$ cat src/rtl/kbd_scan_4x4.sv
// 4x4 matrix keypad scanner: drives one column low at a time, debounces the
// full key map and reports newly pressed keys through a valid/ack handshake.
module kbd_scan_4x4 #(
  parameter int CLK_DIV  = 50000,
  parameter int DEBOUNCE = 4
) (
  input  logic        clk,
  input  logic        reset,
  input  logic [3:0]  rows,
  output logic [3:0]  cols,
  output logic [3:0]  key_code,
  output logic        key_valid,
  input  logic        key_ack,
  output logic        overrun,
  output logic        pressed,
  output logic [15:0] key_map
);

  localparam int DIV_W = $clog2(CLK_DIV);
  localparam int CNT_W = $clog2(DEBOUNCE + 1);
  localparam logic [DIV_W-1:0] DIV_LAST = DIV_W'(CLK_DIV - 1);
  localparam logic [CNT_W-1:0] CNT_MAX  = CNT_W'(DEBOUNCE);

  logic [3:0]       rows_meta_r;
  logic [3:0]       rows_sync_r;
  logic [DIV_W-1:0] div_r;
  logic [1:0]       col_r;
  logic [3:0]       cols_r;
  logic [15:0]      raw_r;
  logic [15:0]      prev_raw_r;
  logic [CNT_W-1:0] cnt_r;
  logic [15:0]      key_map_r;
  logic [15:0]      map_old_r;
  logic             pressed_r;
  logic             upd_r;
  logic [3:0]       key_code_r;
  logic             key_valid_r;
  logic             overrun_r;

  logic             tick_s;
  logic             scan_done_s;
  logic [15:0]      raw_next_s;
  logic [CNT_W-1:0] cnt_next_s;
  logic [15:0]      new_keys_s;
  logic             event_s;
  logic [3:0]       event_idx_s;

  // Index of the lowest set bit; callers only use it when v is non-zero.
  function automatic logic [3:0] lowest_idx(input logic [15:0] v);
    logic [3:0] idx;
    idx = 4'd0;
    for (int i = 15; i >= 0; i--) begin
      idx = v[i] ? 4'(i) : idx;
    end
    return idx;
  endfunction

  // Two-flop synchroniser for the asynchronous row lines (idle high).
  always_ff @(posedge clk or negedge reset) begin
    if (!reset) begin
      rows_meta_r <= 4'hF;
      rows_sync_r <= 4'hF;
    end else begin
      rows_meta_r <= rows;
      rows_sync_r <= rows_meta_r;
    end
  end

  // Column-slot divider and active-low column drive.
  always_ff @(posedge clk or negedge reset) begin
    if (!reset) begin
      div_r  <= {DIV_W{1'b0}};
      col_r  <= 2'd0;
      cols_r <= 4'b1110;
    end else if (tick_s) begin
      div_r  <= {DIV_W{1'b0}};
      col_r  <= col_r + 2'd1;
      cols_r <= ~(4'b0001 << (col_r + 2'd1));
    end else begin
      div_r  <= div_r + DIV_W'(1);
      col_r  <= col_r;
      cols_r <= cols_r;
    end
  end

  // Raw-scan assembly, debounce count and event detection.
  always_comb begin
    tick_s      = (div_r == DIV_LAST);
    scan_done_s = tick_s && (col_r == 2'd3);
    raw_next_s  = raw_r;
    if (tick_s) begin
      raw_next_s[{col_r, 2'b00} +: 4] = ~rows_sync_r;
    end else begin
      raw_next_s = raw_r;
    end
    if (raw_next_s == prev_raw_r) begin
      cnt_next_s = (cnt_r >= CNT_MAX) ? CNT_MAX : cnt_r + CNT_W'(1);
    end else begin
      cnt_next_s = CNT_W'(1);
    end
    new_keys_s  = key_map_r & ~map_old_r;
    event_s     = upd_r && (new_keys_s != 16'h0000);
    event_idx_s = lowest_idx(new_keys_s);
  end

  // Scan capture and debounced key-map update at the end of each full scan.
  always_ff @(posedge clk or negedge reset) begin
    if (!reset) begin
      raw_r      <= 16'h0000;
      prev_raw_r <= 16'h0000;
      cnt_r      <= {CNT_W{1'b0}};
      key_map_r  <= 16'h0000;
      map_old_r  <= 16'h0000;
      pressed_r  <= 1'b0;
      upd_r      <= 1'b0;
    end else begin
      raw_r <= raw_next_s;
      upd_r <= 1'b0;
      if (scan_done_s) begin
        prev_raw_r <= raw_next_s;
        cnt_r      <= cnt_next_s;
        if (cnt_next_s >= CNT_MAX) begin
          map_old_r <= key_map_r;
          key_map_r <= raw_next_s;
          pressed_r <= |raw_next_s;
          upd_r     <= 1'b1;
        end
      end
    end
  end

  // Consumer handshake; a fresh event outranks a same-cycle acknowledge.
  always_ff @(posedge clk or negedge reset) begin
    if (!reset) begin
      key_code_r  <= 4'd0;
      key_valid_r <= 1'b0;
      overrun_r   <= 1'b0;
    end else if (event_s) begin
      if (!key_valid_r || key_ack) begin
        key_code_r  <= event_idx_s;
        key_valid_r <= 1'b1;
      end else begin
        overrun_r <= 1'b1;
      end
    end else if (key_ack && key_valid_r) begin
      key_valid_r <= 1'b0;
      overrun_r   <= 1'b0;
    end else begin
      key_valid_r <= key_valid_r;
    end
  end

  assign cols      = cols_r;
  assign key_code  = key_code_r;
  assign key_valid = key_valid_r;
  assign overrun   = overrun_r;
  assign pressed   = pressed_r;
  assign key_map   = key_map_r;

endmodule

$ cat config.mk
export PLATFORM = sky130hd
export DESIGN_NAME = kbd_scan_4x4
export DESIGN_NICKNAME = d
export VERILOG_FILES = /design/src/rtl/kbd_scan_4x4.sv
export SDC_FILE = /design/constraint.sdc
export NUM_CORES = 1
export LEC_CHECK = 0
export CAP_MARGIN = 20
export CORE_UTILIZATION = 25
export CTS_CLUSTER_DIAMETER = 60
export CTS_CLUSTER_SIZE = 28
export DETAILED_ROUTE_END_ITERATION = 8
export SLEW_MARGIN = 15
export SYNTH_ARGS = -nofsm -noshare
export SYNTH_HDL_FRONTEND = slang
export SYNTH_SLANG_ARGS = --single-unit
$ cat constraint.sdc
create_clock -name clk -period 4.6 [get_ports clk]
set_clock_uncertainty 0.15 [all_clocks]
set_input_delay 0.92 -clock clk [delete_from_list [all_inputs] [get_ports clk]]
set_output_delay 0.92 -clock clk [all_outputs]
set_load 0.1 [all_outputs]
---- After elaboration in Yosys (flattened, before gate mapping) ----
Cells that the tools add are included.
storage, ports and cells
  input port bits ......................... 7
  output and inout port bits .............. 27
  register bits after elaboration ......... 105
operators by class
  magnitude comparators ................... 2
  reductions and logical operators ........ 12
  multiplexer cells ....................... 28
  eq/ne operators ......................... 5
  shift-type cells ........................ 3
  add/subtract/negate cells ............... 4
  bitwise gates (word level) .............. 4
operator list
  cell                                                       number
  2-to-1 mux 4 bit                                           16
  2-to-1 mux 16 bit                                          2
  adder 16 x 1 -> 16 bit (second input constant)             1
  bitwise AND 16 bit                                         1
  bitwise mux 16 bit                                         1
  equality test 16 bit                                       1
  equality test 16 bit (second input constant)               1
  NOT 16 bit                                                 1
  nonzero test 16 bit                                        1
  OR reduction 16 bit                                        1
  variable shift 4 x 6 -> 16 bit (first input constant)      1
  variable part select 4 x 6 -> 16 bit                       1
  NOT 4 bit                                                  2
  AND reduction 2 bit                                        4
  2-to-1 mux 1 bit                                           7
  greater-or-equal comparator 3 bit (second input constant)  2
  2-to-1 mux 3 bit                                           2
  negation 4 -> 6 bit                                        1
  left shift 1 x 2 -> 4 bit (first input constant)           1
  adder 3 x 1 -> 3 bit (second input constant)               1
  logical AND 1 bit                                          3
  adder 2 x 1 -> 2 bit (second input constant)               1
  equality test 2 bit (second input constant)                1
  != test 2 x 1 -> 1 bit (second input constant)             1
  other kinds (4)                                            4

---- Depth between registers and ports, before layout ----
Gate-level depths: netlist of the first run.
  depth in word-level cells ............... 18
  gate-level depth with buffers ........... 12

---- Worst setup path before layout of the first run ----
OpenSTA, ideal clock, no wires.
  kind .................................... flip-flop to flip-flop
  start point ............................. register div_r[11]
  end point ............................... register key_map_r[10] (netlist: key_map[10])
  path slack .............................. 0.594 ns
  setup time .............................. 0.126 ns
  arrival time ............................ 3.730 ns
  stages on the path, launching flop included .. 10
  period minus slack after synthesis ...... 4.006 ns
  path through ............................ dfrtp_1 or4_1 clkbuf_2 nor4_2 nand2_1 mux2i_1 a2111o_1 nor4_4 buf_6 mux2_2
on the way
  cells in the longest elaborated chain, start to end .. 6
  elaborated cells between the ends (all ways) .. 7
RTL lines
  item                                  line  RTL
  from (decl)                           26    logic [DIV_W-1:0] div_r;
  from (signal assigned)                72    div_r <= {DIV_W{1'b0}};
  from (signal assigned)                76    div_r <= {DIV_W{1'b0}};
  from (signal assigned)                80    div_r <= div_r + DIV_W'(1);
  equality test 16 bit *                88    tick_s = (div_r == DIV_LAST);
  2-to-1 mux 16 bit                     91    if (tick_s) begin
  equality test 16 bit                  96    if (raw_next_s == prev_raw_r) begin
  2-to-1 mux 3 bit                      96
  greater-or-equal comparator 3 bit     122   if (cnt_next_s >= CNT_MAX) begin
  AND reduction 2 bit (no source line)  -
  to (signal assigned)                  124   key_map_r <= raw_next_s;
  to (decl)                             32    logic [15:0] key_map_r;
Every way passes the cells marked *; elsewhere a longest branch is shown, timed or not.
A chain may end at the register's enable or synchronous reset.

---- Worst setup path in the final report of the first run ----
  start point ............................. register col_r[0]
  end point ............................... register map_old_r[5]
on the way
  cells in the longest elaborated chain, start to end .. 8
  elaborated cells between the ends (all ways) .. 11
RTL lines
  item                                                                                    line  RTL
  from (decl)                                                                             27    logic [1:0] col_r;
  from (signal assigned)                                                                  77    col_r <= col_r + 2'd1;
  from (signal assigned)                                                                  81    col_r <= col_r;
  negation 4 -> 6 bit                                                                     92    raw_next_s[{col_r, 2'b00} +: 4] = ~rows_sync_r;
  variable part select 4 x 6 -> 16 bit or variable shift 4 x 6 -> 16 bit (tied branches)  92
  bitwise mux 16 bit                                                                      92
  2-to-1 mux 16 bit                                                                       91
  equality test 16 bit                                                                    96
  2-to-1 mux 3 bit                                                                        96
  greater-or-equal comparator 3 bit                                                       122
  AND reduction 2 bit (no source line) *                                                  -
  to (signal assigned)                                                                    123   map_old_r <= key_map_r;
  to (decl)                                                                               33    logic [15:0] map_old_r;
Marked as above.

==> results of run 1 <==
## layout by cell type, fill, tap and decap left out, types with 5 or more instances in the layout
cell,n
clkdlybuf4s50_1,32
inv_1,29
nand2b_1,15
ha_1,8
o21ai_0,20
and3_1,5
nand4_1,6
buf_4,6
mux2_2,37
nand2_1,36
nand3_1,11
nor2b_1,9
mux2i_1,19
a21oi_1,9
dfrtp_1,94
nor4b_1,5
nor3_1,9
dfstp_2,11
mux2_1,6
clkbuf_16,9
xor2_1,20
nor2_1,28
xnor2_1,15
## flip-flops by register name, indices dropped and copies added, names as in the netlist, 4 cells and up
signal and cells:
key_map 16, prev_raw_r 16, rows_sync_r 4, map_old_r 16, raw_r 16, rows_meta_r 4, cols 4, key_code 4
div_r 16
## critical path: cells and delay by family, from the launching register on
kind / cells / cell delay, ns
buffers and inverters: 2 / 0.47
muxes: 2 / 0.47
adders and majority gates: 1 / 0.65
DFF: 1 / 0.65
and+or+nand+nor: 4 / 1.43
AOI/OAI and AO/OA: 1 / 0.34
## worst max path at each step
stage / from / end / cells past startpoint
3_3_place_gp: col_r[0] / map_old_r[11] / 10
6_report: col_r[0] / map_old_r[5] / 10
4_1_cts: col_r[0] / map_old_r[5] / 10
2_1_floorplan: div_r[11] / key_map[10] / 9
5_1_grt: col_r[0] / map_old_r[5] / 10
3_5_place_dp: col_r[0] / map_old_r[5] / 10
## kinds of logic after synthesis
family | after synthesis
XOR/XNOR | 35
AND/OR/NAND/NOR | 154
multiplexers | 63
flip-flops | 105
AO/OA/AOI/OAI | 47
buffers and inverters | 43
adder cells (fa/ha/maj) | 8
## power by group
group | leakage, nW | internal, mW | total [mW] | switching, mW
combinational | 1.29 | 0.00777 | 0.0288 | 0.0210
sequential | 1.39 | 0.929 | 0.934 | 0.00513
clock | 0.158 | 0.451 | 0.821 | 0.371
total | 2.84 | 1.39 | 1.78 | 0.397
## final cells by class
type                            instances  area, um^2  share of cell area
Clock buffer                           10         239              0.0394
Timing Repair Buffer                   39         385              0.0635
Tap cell                              265         332              0.0547
Sequential cell                       105        2640               0.435
Inverter                               29         109              0.0179
Multi-Input combinational cell        307        2280               0.375
Clock inverter                          6        83.8              0.0138
## per-layer routing
layer / global-route usage / vias to the layer above / routed length, um
met5: 0 / - / 0
li1: - / 1645 / -
met3: 0.0158 / 12 / 354
met4: 0.0510 / 0 / 181
met1: 0.144 / 1728 / 4990
met2: 0.193 / 54 / 5480
==> results.py, run 1 <==
metrics = {
    "outcome": {
        "outcome": "finished clean",
    },
    "power_and_ir_drop": {
        "powerDensity_nw_per_um2": 294,
        "total_leakage_power_nw": 2.84,
        "peakVddDrop_mv": 0.203,
        "finalPower_mw": 1.78,
    },
    "cts": {
        "path_clk_slew_ns": 0.08,
        "cts_buffers": 9,
        "root_buffer": "clkbuf_16",
        "clkSinkCount": 105,
        "clockBufferDepth": 2,
        "cts_tree": "built",
        "cts_resized": 0,
        "post-cts-setup-buffers": 0,
        "holdBufCountCts": 0,
        "insertion_delay_ns": 0.35,
        "ctsHtreeMaxLevel": 3,
    },
    "hold_path": {
        "hold-path-cell-count": 0,
        "hold_end": "rows_sync_r[3]",
        "worstHoldStart": "rows_meta_r[3]",
        "hold_class": "flop to flop",
    },
    "timing": {
        "finalSetupViolCount": 0,
        "fin_crit_sh": 0.930,
        "finalSetupTns_ns": 0,
        "fmax_ghz": 0.234,
        "timing.hold.ws_ns": 0.207,
        "layout_setup_ws_ns": 0.323,
        "drv_slew": 0,
        "rsz0062_at_grt": "false",
        "hold_viol_final": 0,
        "min_period_ns": 4.28,
        "relSlewSlack": 0.323,
        "tightest_slew_ns": 1.01,
    },
    "synthesis": {
        "synth_ff_type": "dfrtp_1",
        "syn_nets": 470,
        "syn_area_um2": 5100,
        "synthCells": 455,
        "synth_edf_count": 0,
        "synth_top_cell_area_share": 0.461,
        "synthSimpleGateAreaFrac": 0.171,
        "synth_top_family_by_area": "simple AND/OR/NAND/NOR gates",
        "synth_cell_types": 56,
        "synth_xor_area_frac": 0.0601,
        "synth_compound_area_frac": 0.0569,
        "yosysWarningCount": 0,
        "synth_common_cells": "dfrtp_1, mux2_2, nand2_1, inv_1, nor2_1",
        "synthMuxAreaShare": 0.137,
        "synth_seq_cells": 105,
        "ys_async_sr_fraction": 1.00,
        "synthTopCellsByArea": "dfrtp_1, mux2_2, dfstp_2",
        "synthAdderAreaFrac": 0.0196,
        "synth_top_cell_by_area": "dfrtp_1",
        "post-synth-top-count-cell": "dfrtp_1",
        "ys_seq_area_frac": 0.518,
        "syn_area_per_cell_um2": 11.2,
    },
    "critical_path": {
        "r2r_end": "map_old_r[5]",
        "crit_chain": "inv_1, ha_1, or4b_2, nand2_1, mux2i_1, or3_1, a2111o_1, nor4_4, buf_12, mux2_2",
        "cp_max_fo": 34,
        "arrival_ns": 4.37,
        "slowest_stage": "or4b_2",
        "critical_path.max_stage_delay_ns": 0.67,
        "ff2ff_path_depth": 10,
        "rr_startpoint": "col_r[0]",
        "startpoint_type": "flop",
        "cp-end-kind": "flop",
        "path_class": "flop to flop",
        "r2r_slack_ns": 0.32,
        "worstPathRequired_ns": 4.70,
    },
    "die": {
        "boundaryPins": 34,
        "rows": 51,
        "dieArea_um2": 21000,
        "coreArea_um2": 19700,
        "die_w_um": 145,
        "die_h_um": 145,
        "start_util": 0.259,
    },
    "layout": {
        "drive_gt1_frac": 0.167,
        "final_cells": 761,
        "area_growth_pct": 18.9,
        "final_core_util": 0.308,
        "antenna_cells": 0,
        "nNetsFinal": 506,
        "num-fill-cells": 1988,
        "postLayoutCellArea_um2": 6070,
    },
    "routing": {
        "ant_nets": 0,
        "via_per_inst": 4.52,
        "num_vias": 3439,
        "wl_per_cell_um": 14.5,
        "dr.pass1.iters": 5,
        "drc": 0,
        "routed_wl_um": 11000,
        "drtIter0Drc": 327,
    },
    "placement": {
        "io_buffers": 33,
        "place_worst_setup_slack_ns": 0.354,
        "dp.cells": 745,
        "place_area_um2": 5740,
        "dp_hpwl_um": 7990,
        "gp_congestion": 0.860,
    },
    "global_routing": {
        "grt_pass1_vias": 3595,
        "grt_pass1_wl_um": 18400,
        "antenna_found_initial": 0,
        "grt.total_usage": 0.114,
        "grt.overflow.total": 0,
        "grt_max_degree": 72,
    },
    "job": {
        "max-cap-violations": 0,
    },
}
(Power assumes the default switching activity.)
==> run 2, diff against run 1 <==
CAP_MARGIN = 40   (was 20)
==> results.py, run 2 (synthesis results as in run 1) <==
metrics = {
    "critical_path": {
        "worstPathRequired_ns": 4.69,
        "arrival_ns": 4.34,
        "r2r_slack_ns": 0.35,
        "slowest_stage": "or4b_2",
        "crit_chain": "inv_1, ha_1, or4b_2, nand2_1, mux2i_1, or3_1, a2111o_1, nor4_4, buf_12, mux2_2",
        "path_class": "flop to flop",
        "cp_max_fo": 34,
        "ff2ff_path_depth": 10,
        "cp_num_buf_inv": 2,
        "cp-end-kind": "flop",
        "critical_path.max_stage_delay_ns": 0.66,
        "r2r_end": "map_old_r[11]",
        "rr_startpoint": "col_r[0]",
        "startpoint_type": "flop",
        "crit_family": "simple AND/OR/NAND/NOR gates",
    },
    "layout": {
        "nNetsFinal": 534,
        "drive_gt1_frac": 0.212,
        "final_cell_mix": "dfrtp_1, mux2_2, nand2_1",
        "antenna_cells": 0,
        "area_growth_pct": 28.2,
        "final_common_cell": "dfrtp_1",
        "postLayoutCellArea_um2": 6540,
    },
    "die": {
        "die_h_um": 145,
        "die_w_um": 145,
        "start_util": 0.259,
        "dieArea_um2": 21000,
        "coreArea_um2": 19700,
        "boundaryPins": 34,
        "rows": 51,
    },
    "power_and_ir_drop": {
        "powerDensity_nw_per_um2": 272,
        "peakVddDrop_mv": 0.195,
        "finalPower_mw": 1.78,
        "total_leakage_power_nw": 3.06,
    },
    "global_routing": {
        "antenna_found_initial": 0,
        "grt.overflow.total": 0,
        "grt_max_degree": 38,
        "grt_pass1_wl_um": 18700,
        "grt_pass1_vias": 3651,
        "grt.total_usage": 0.116,
    },
    "routing": {
        "routed_wl_um": 10900,
        "wl_met2_um": 5470,
        "met3_length_um": 354,
        "wl_per_cell_um": 13.9,
        "dr.pass1.iters": 4,
        "routed.top_layer": "met4",
        "met1_length_um": 4850,
        "ant_nets": 0,
        "via_per_inst": 4.50,
        "num_vias": 3554,
        "drtIter0Drc": 209,
        "drc": 0,
    },
    "timing": {
        "timing.hold.ws_ns": 0.208,
        "finalSetupTns_ns": 0,
        "finalSetupViolCount": 0,
        "fin_crit_sh": 0.925,
        "drv_slew": 0,
        "rsz0062_at_grt": "false",
        "fmax_ghz": 0.235,
        "relSlewSlack": 0.570,
        "min_period_ns": 4.25,
        "tightest_slew_ns": 0.645,
        "hold_viol_final": 0,
    },
    "cts": {
        "ctsHtreeMaxLevel": 3,
        "clkSinkCount": 105,
        "cts_tree": "built",
        "cts_buffers": 9,
        "post-cts-setup-buffers": 0,
        "holdBufCountCts": 0,
        "clockBufferDepth": 2,
        "insertion_delay_ns": 0.35,
        "root_buffer": "clkbuf_16",
        "path_clk_slew_ns": 0.07,
        "cts_resized": 0,
    },
    "hold_path": {
        "hold_class": "flop to flop",
        "worstHoldStart": "rows_meta_r[0]",
        "hold-path-cell-count": 0,
        "hold_end": "rows_sync_r[0]",
    },
    "outcome": {
        "outcome": "finished clean",
    },
    "placement": {
        "gp_congestion": 0.860,
        "io_buffers": 33,
        "dp_hpwl_um": 8190,
        "place_area_um2": 6220,
    },
    "job": {
        "max-cap-violations": 0,
    },
}
==> run 2: routing by layer <==
layer / vias to the layer above / global-route usage
met4: 0 / 0.0565
li1: 1709 / -
met2: 68 / 0.191
met5: - / 0
met3: 16 / 0.0178
met1: 1761 / 0.148
==> run 2: layout make-up <==
cell class                 count  area [um^2]
inverter                      29          109
timing repair buffer          67          861
sequential                   105         2640
multi-input combinational    307         2280
clock buffer                   9          225
fill                        1939        13200
tap                          265          332
clock inverter                 7         95.1
==> run 2: how the worst max path moves through the flow <==
| stage | to | depth (start not counted) | slack, ns | from |
|---|---|---|---|---|
| after floorplan | key_map[10] | 9 | 0.59 | div_r[11] |
| after global placement | map_old_r[11] | 10 | 0.45 | col_r[0] |
| after detailed placement | map_old_r[11] | 10 | 0.36 | col_r[0] |
| after CTS | map_old_r[11] | 10 | 0.35 | col_r[0] |
| after global routing | map_old_r[11] | 10 | 0.16 | col_r[0] |
| final | map_old_r[11] | 10 | 0.35 | col_r[0] |
==> run 2: per-stage QoR <==
| stage | util | std cells | setup WS (ns) |
|---|---|---|---|
| after floorplan | - | 455 | 0.594 |
| after global placement | 0.291 | 745 | 0.452 |
| after detailed placement | 0.315 | 773 | 0.365 |
| after CTS | 0.332 | 789 | 0.353 |
| after global routing | 0.332 | 789 | 0.157 |
| final | 0.332 | 789 | 0.347 |
==> run 2: power breakdown <==
| group | internal [mW] | switching (mW) | leakage, nW |
|---|---|---|---|
| registers | 0.929 | 0.00512 | 1.39 |
| logic | 0.00954 | 0.0214 | 1.51 |
| clock network | 0.440 | 0.375 | 0.157 |
| total | 1.38 | 0.401 | 3.06 |
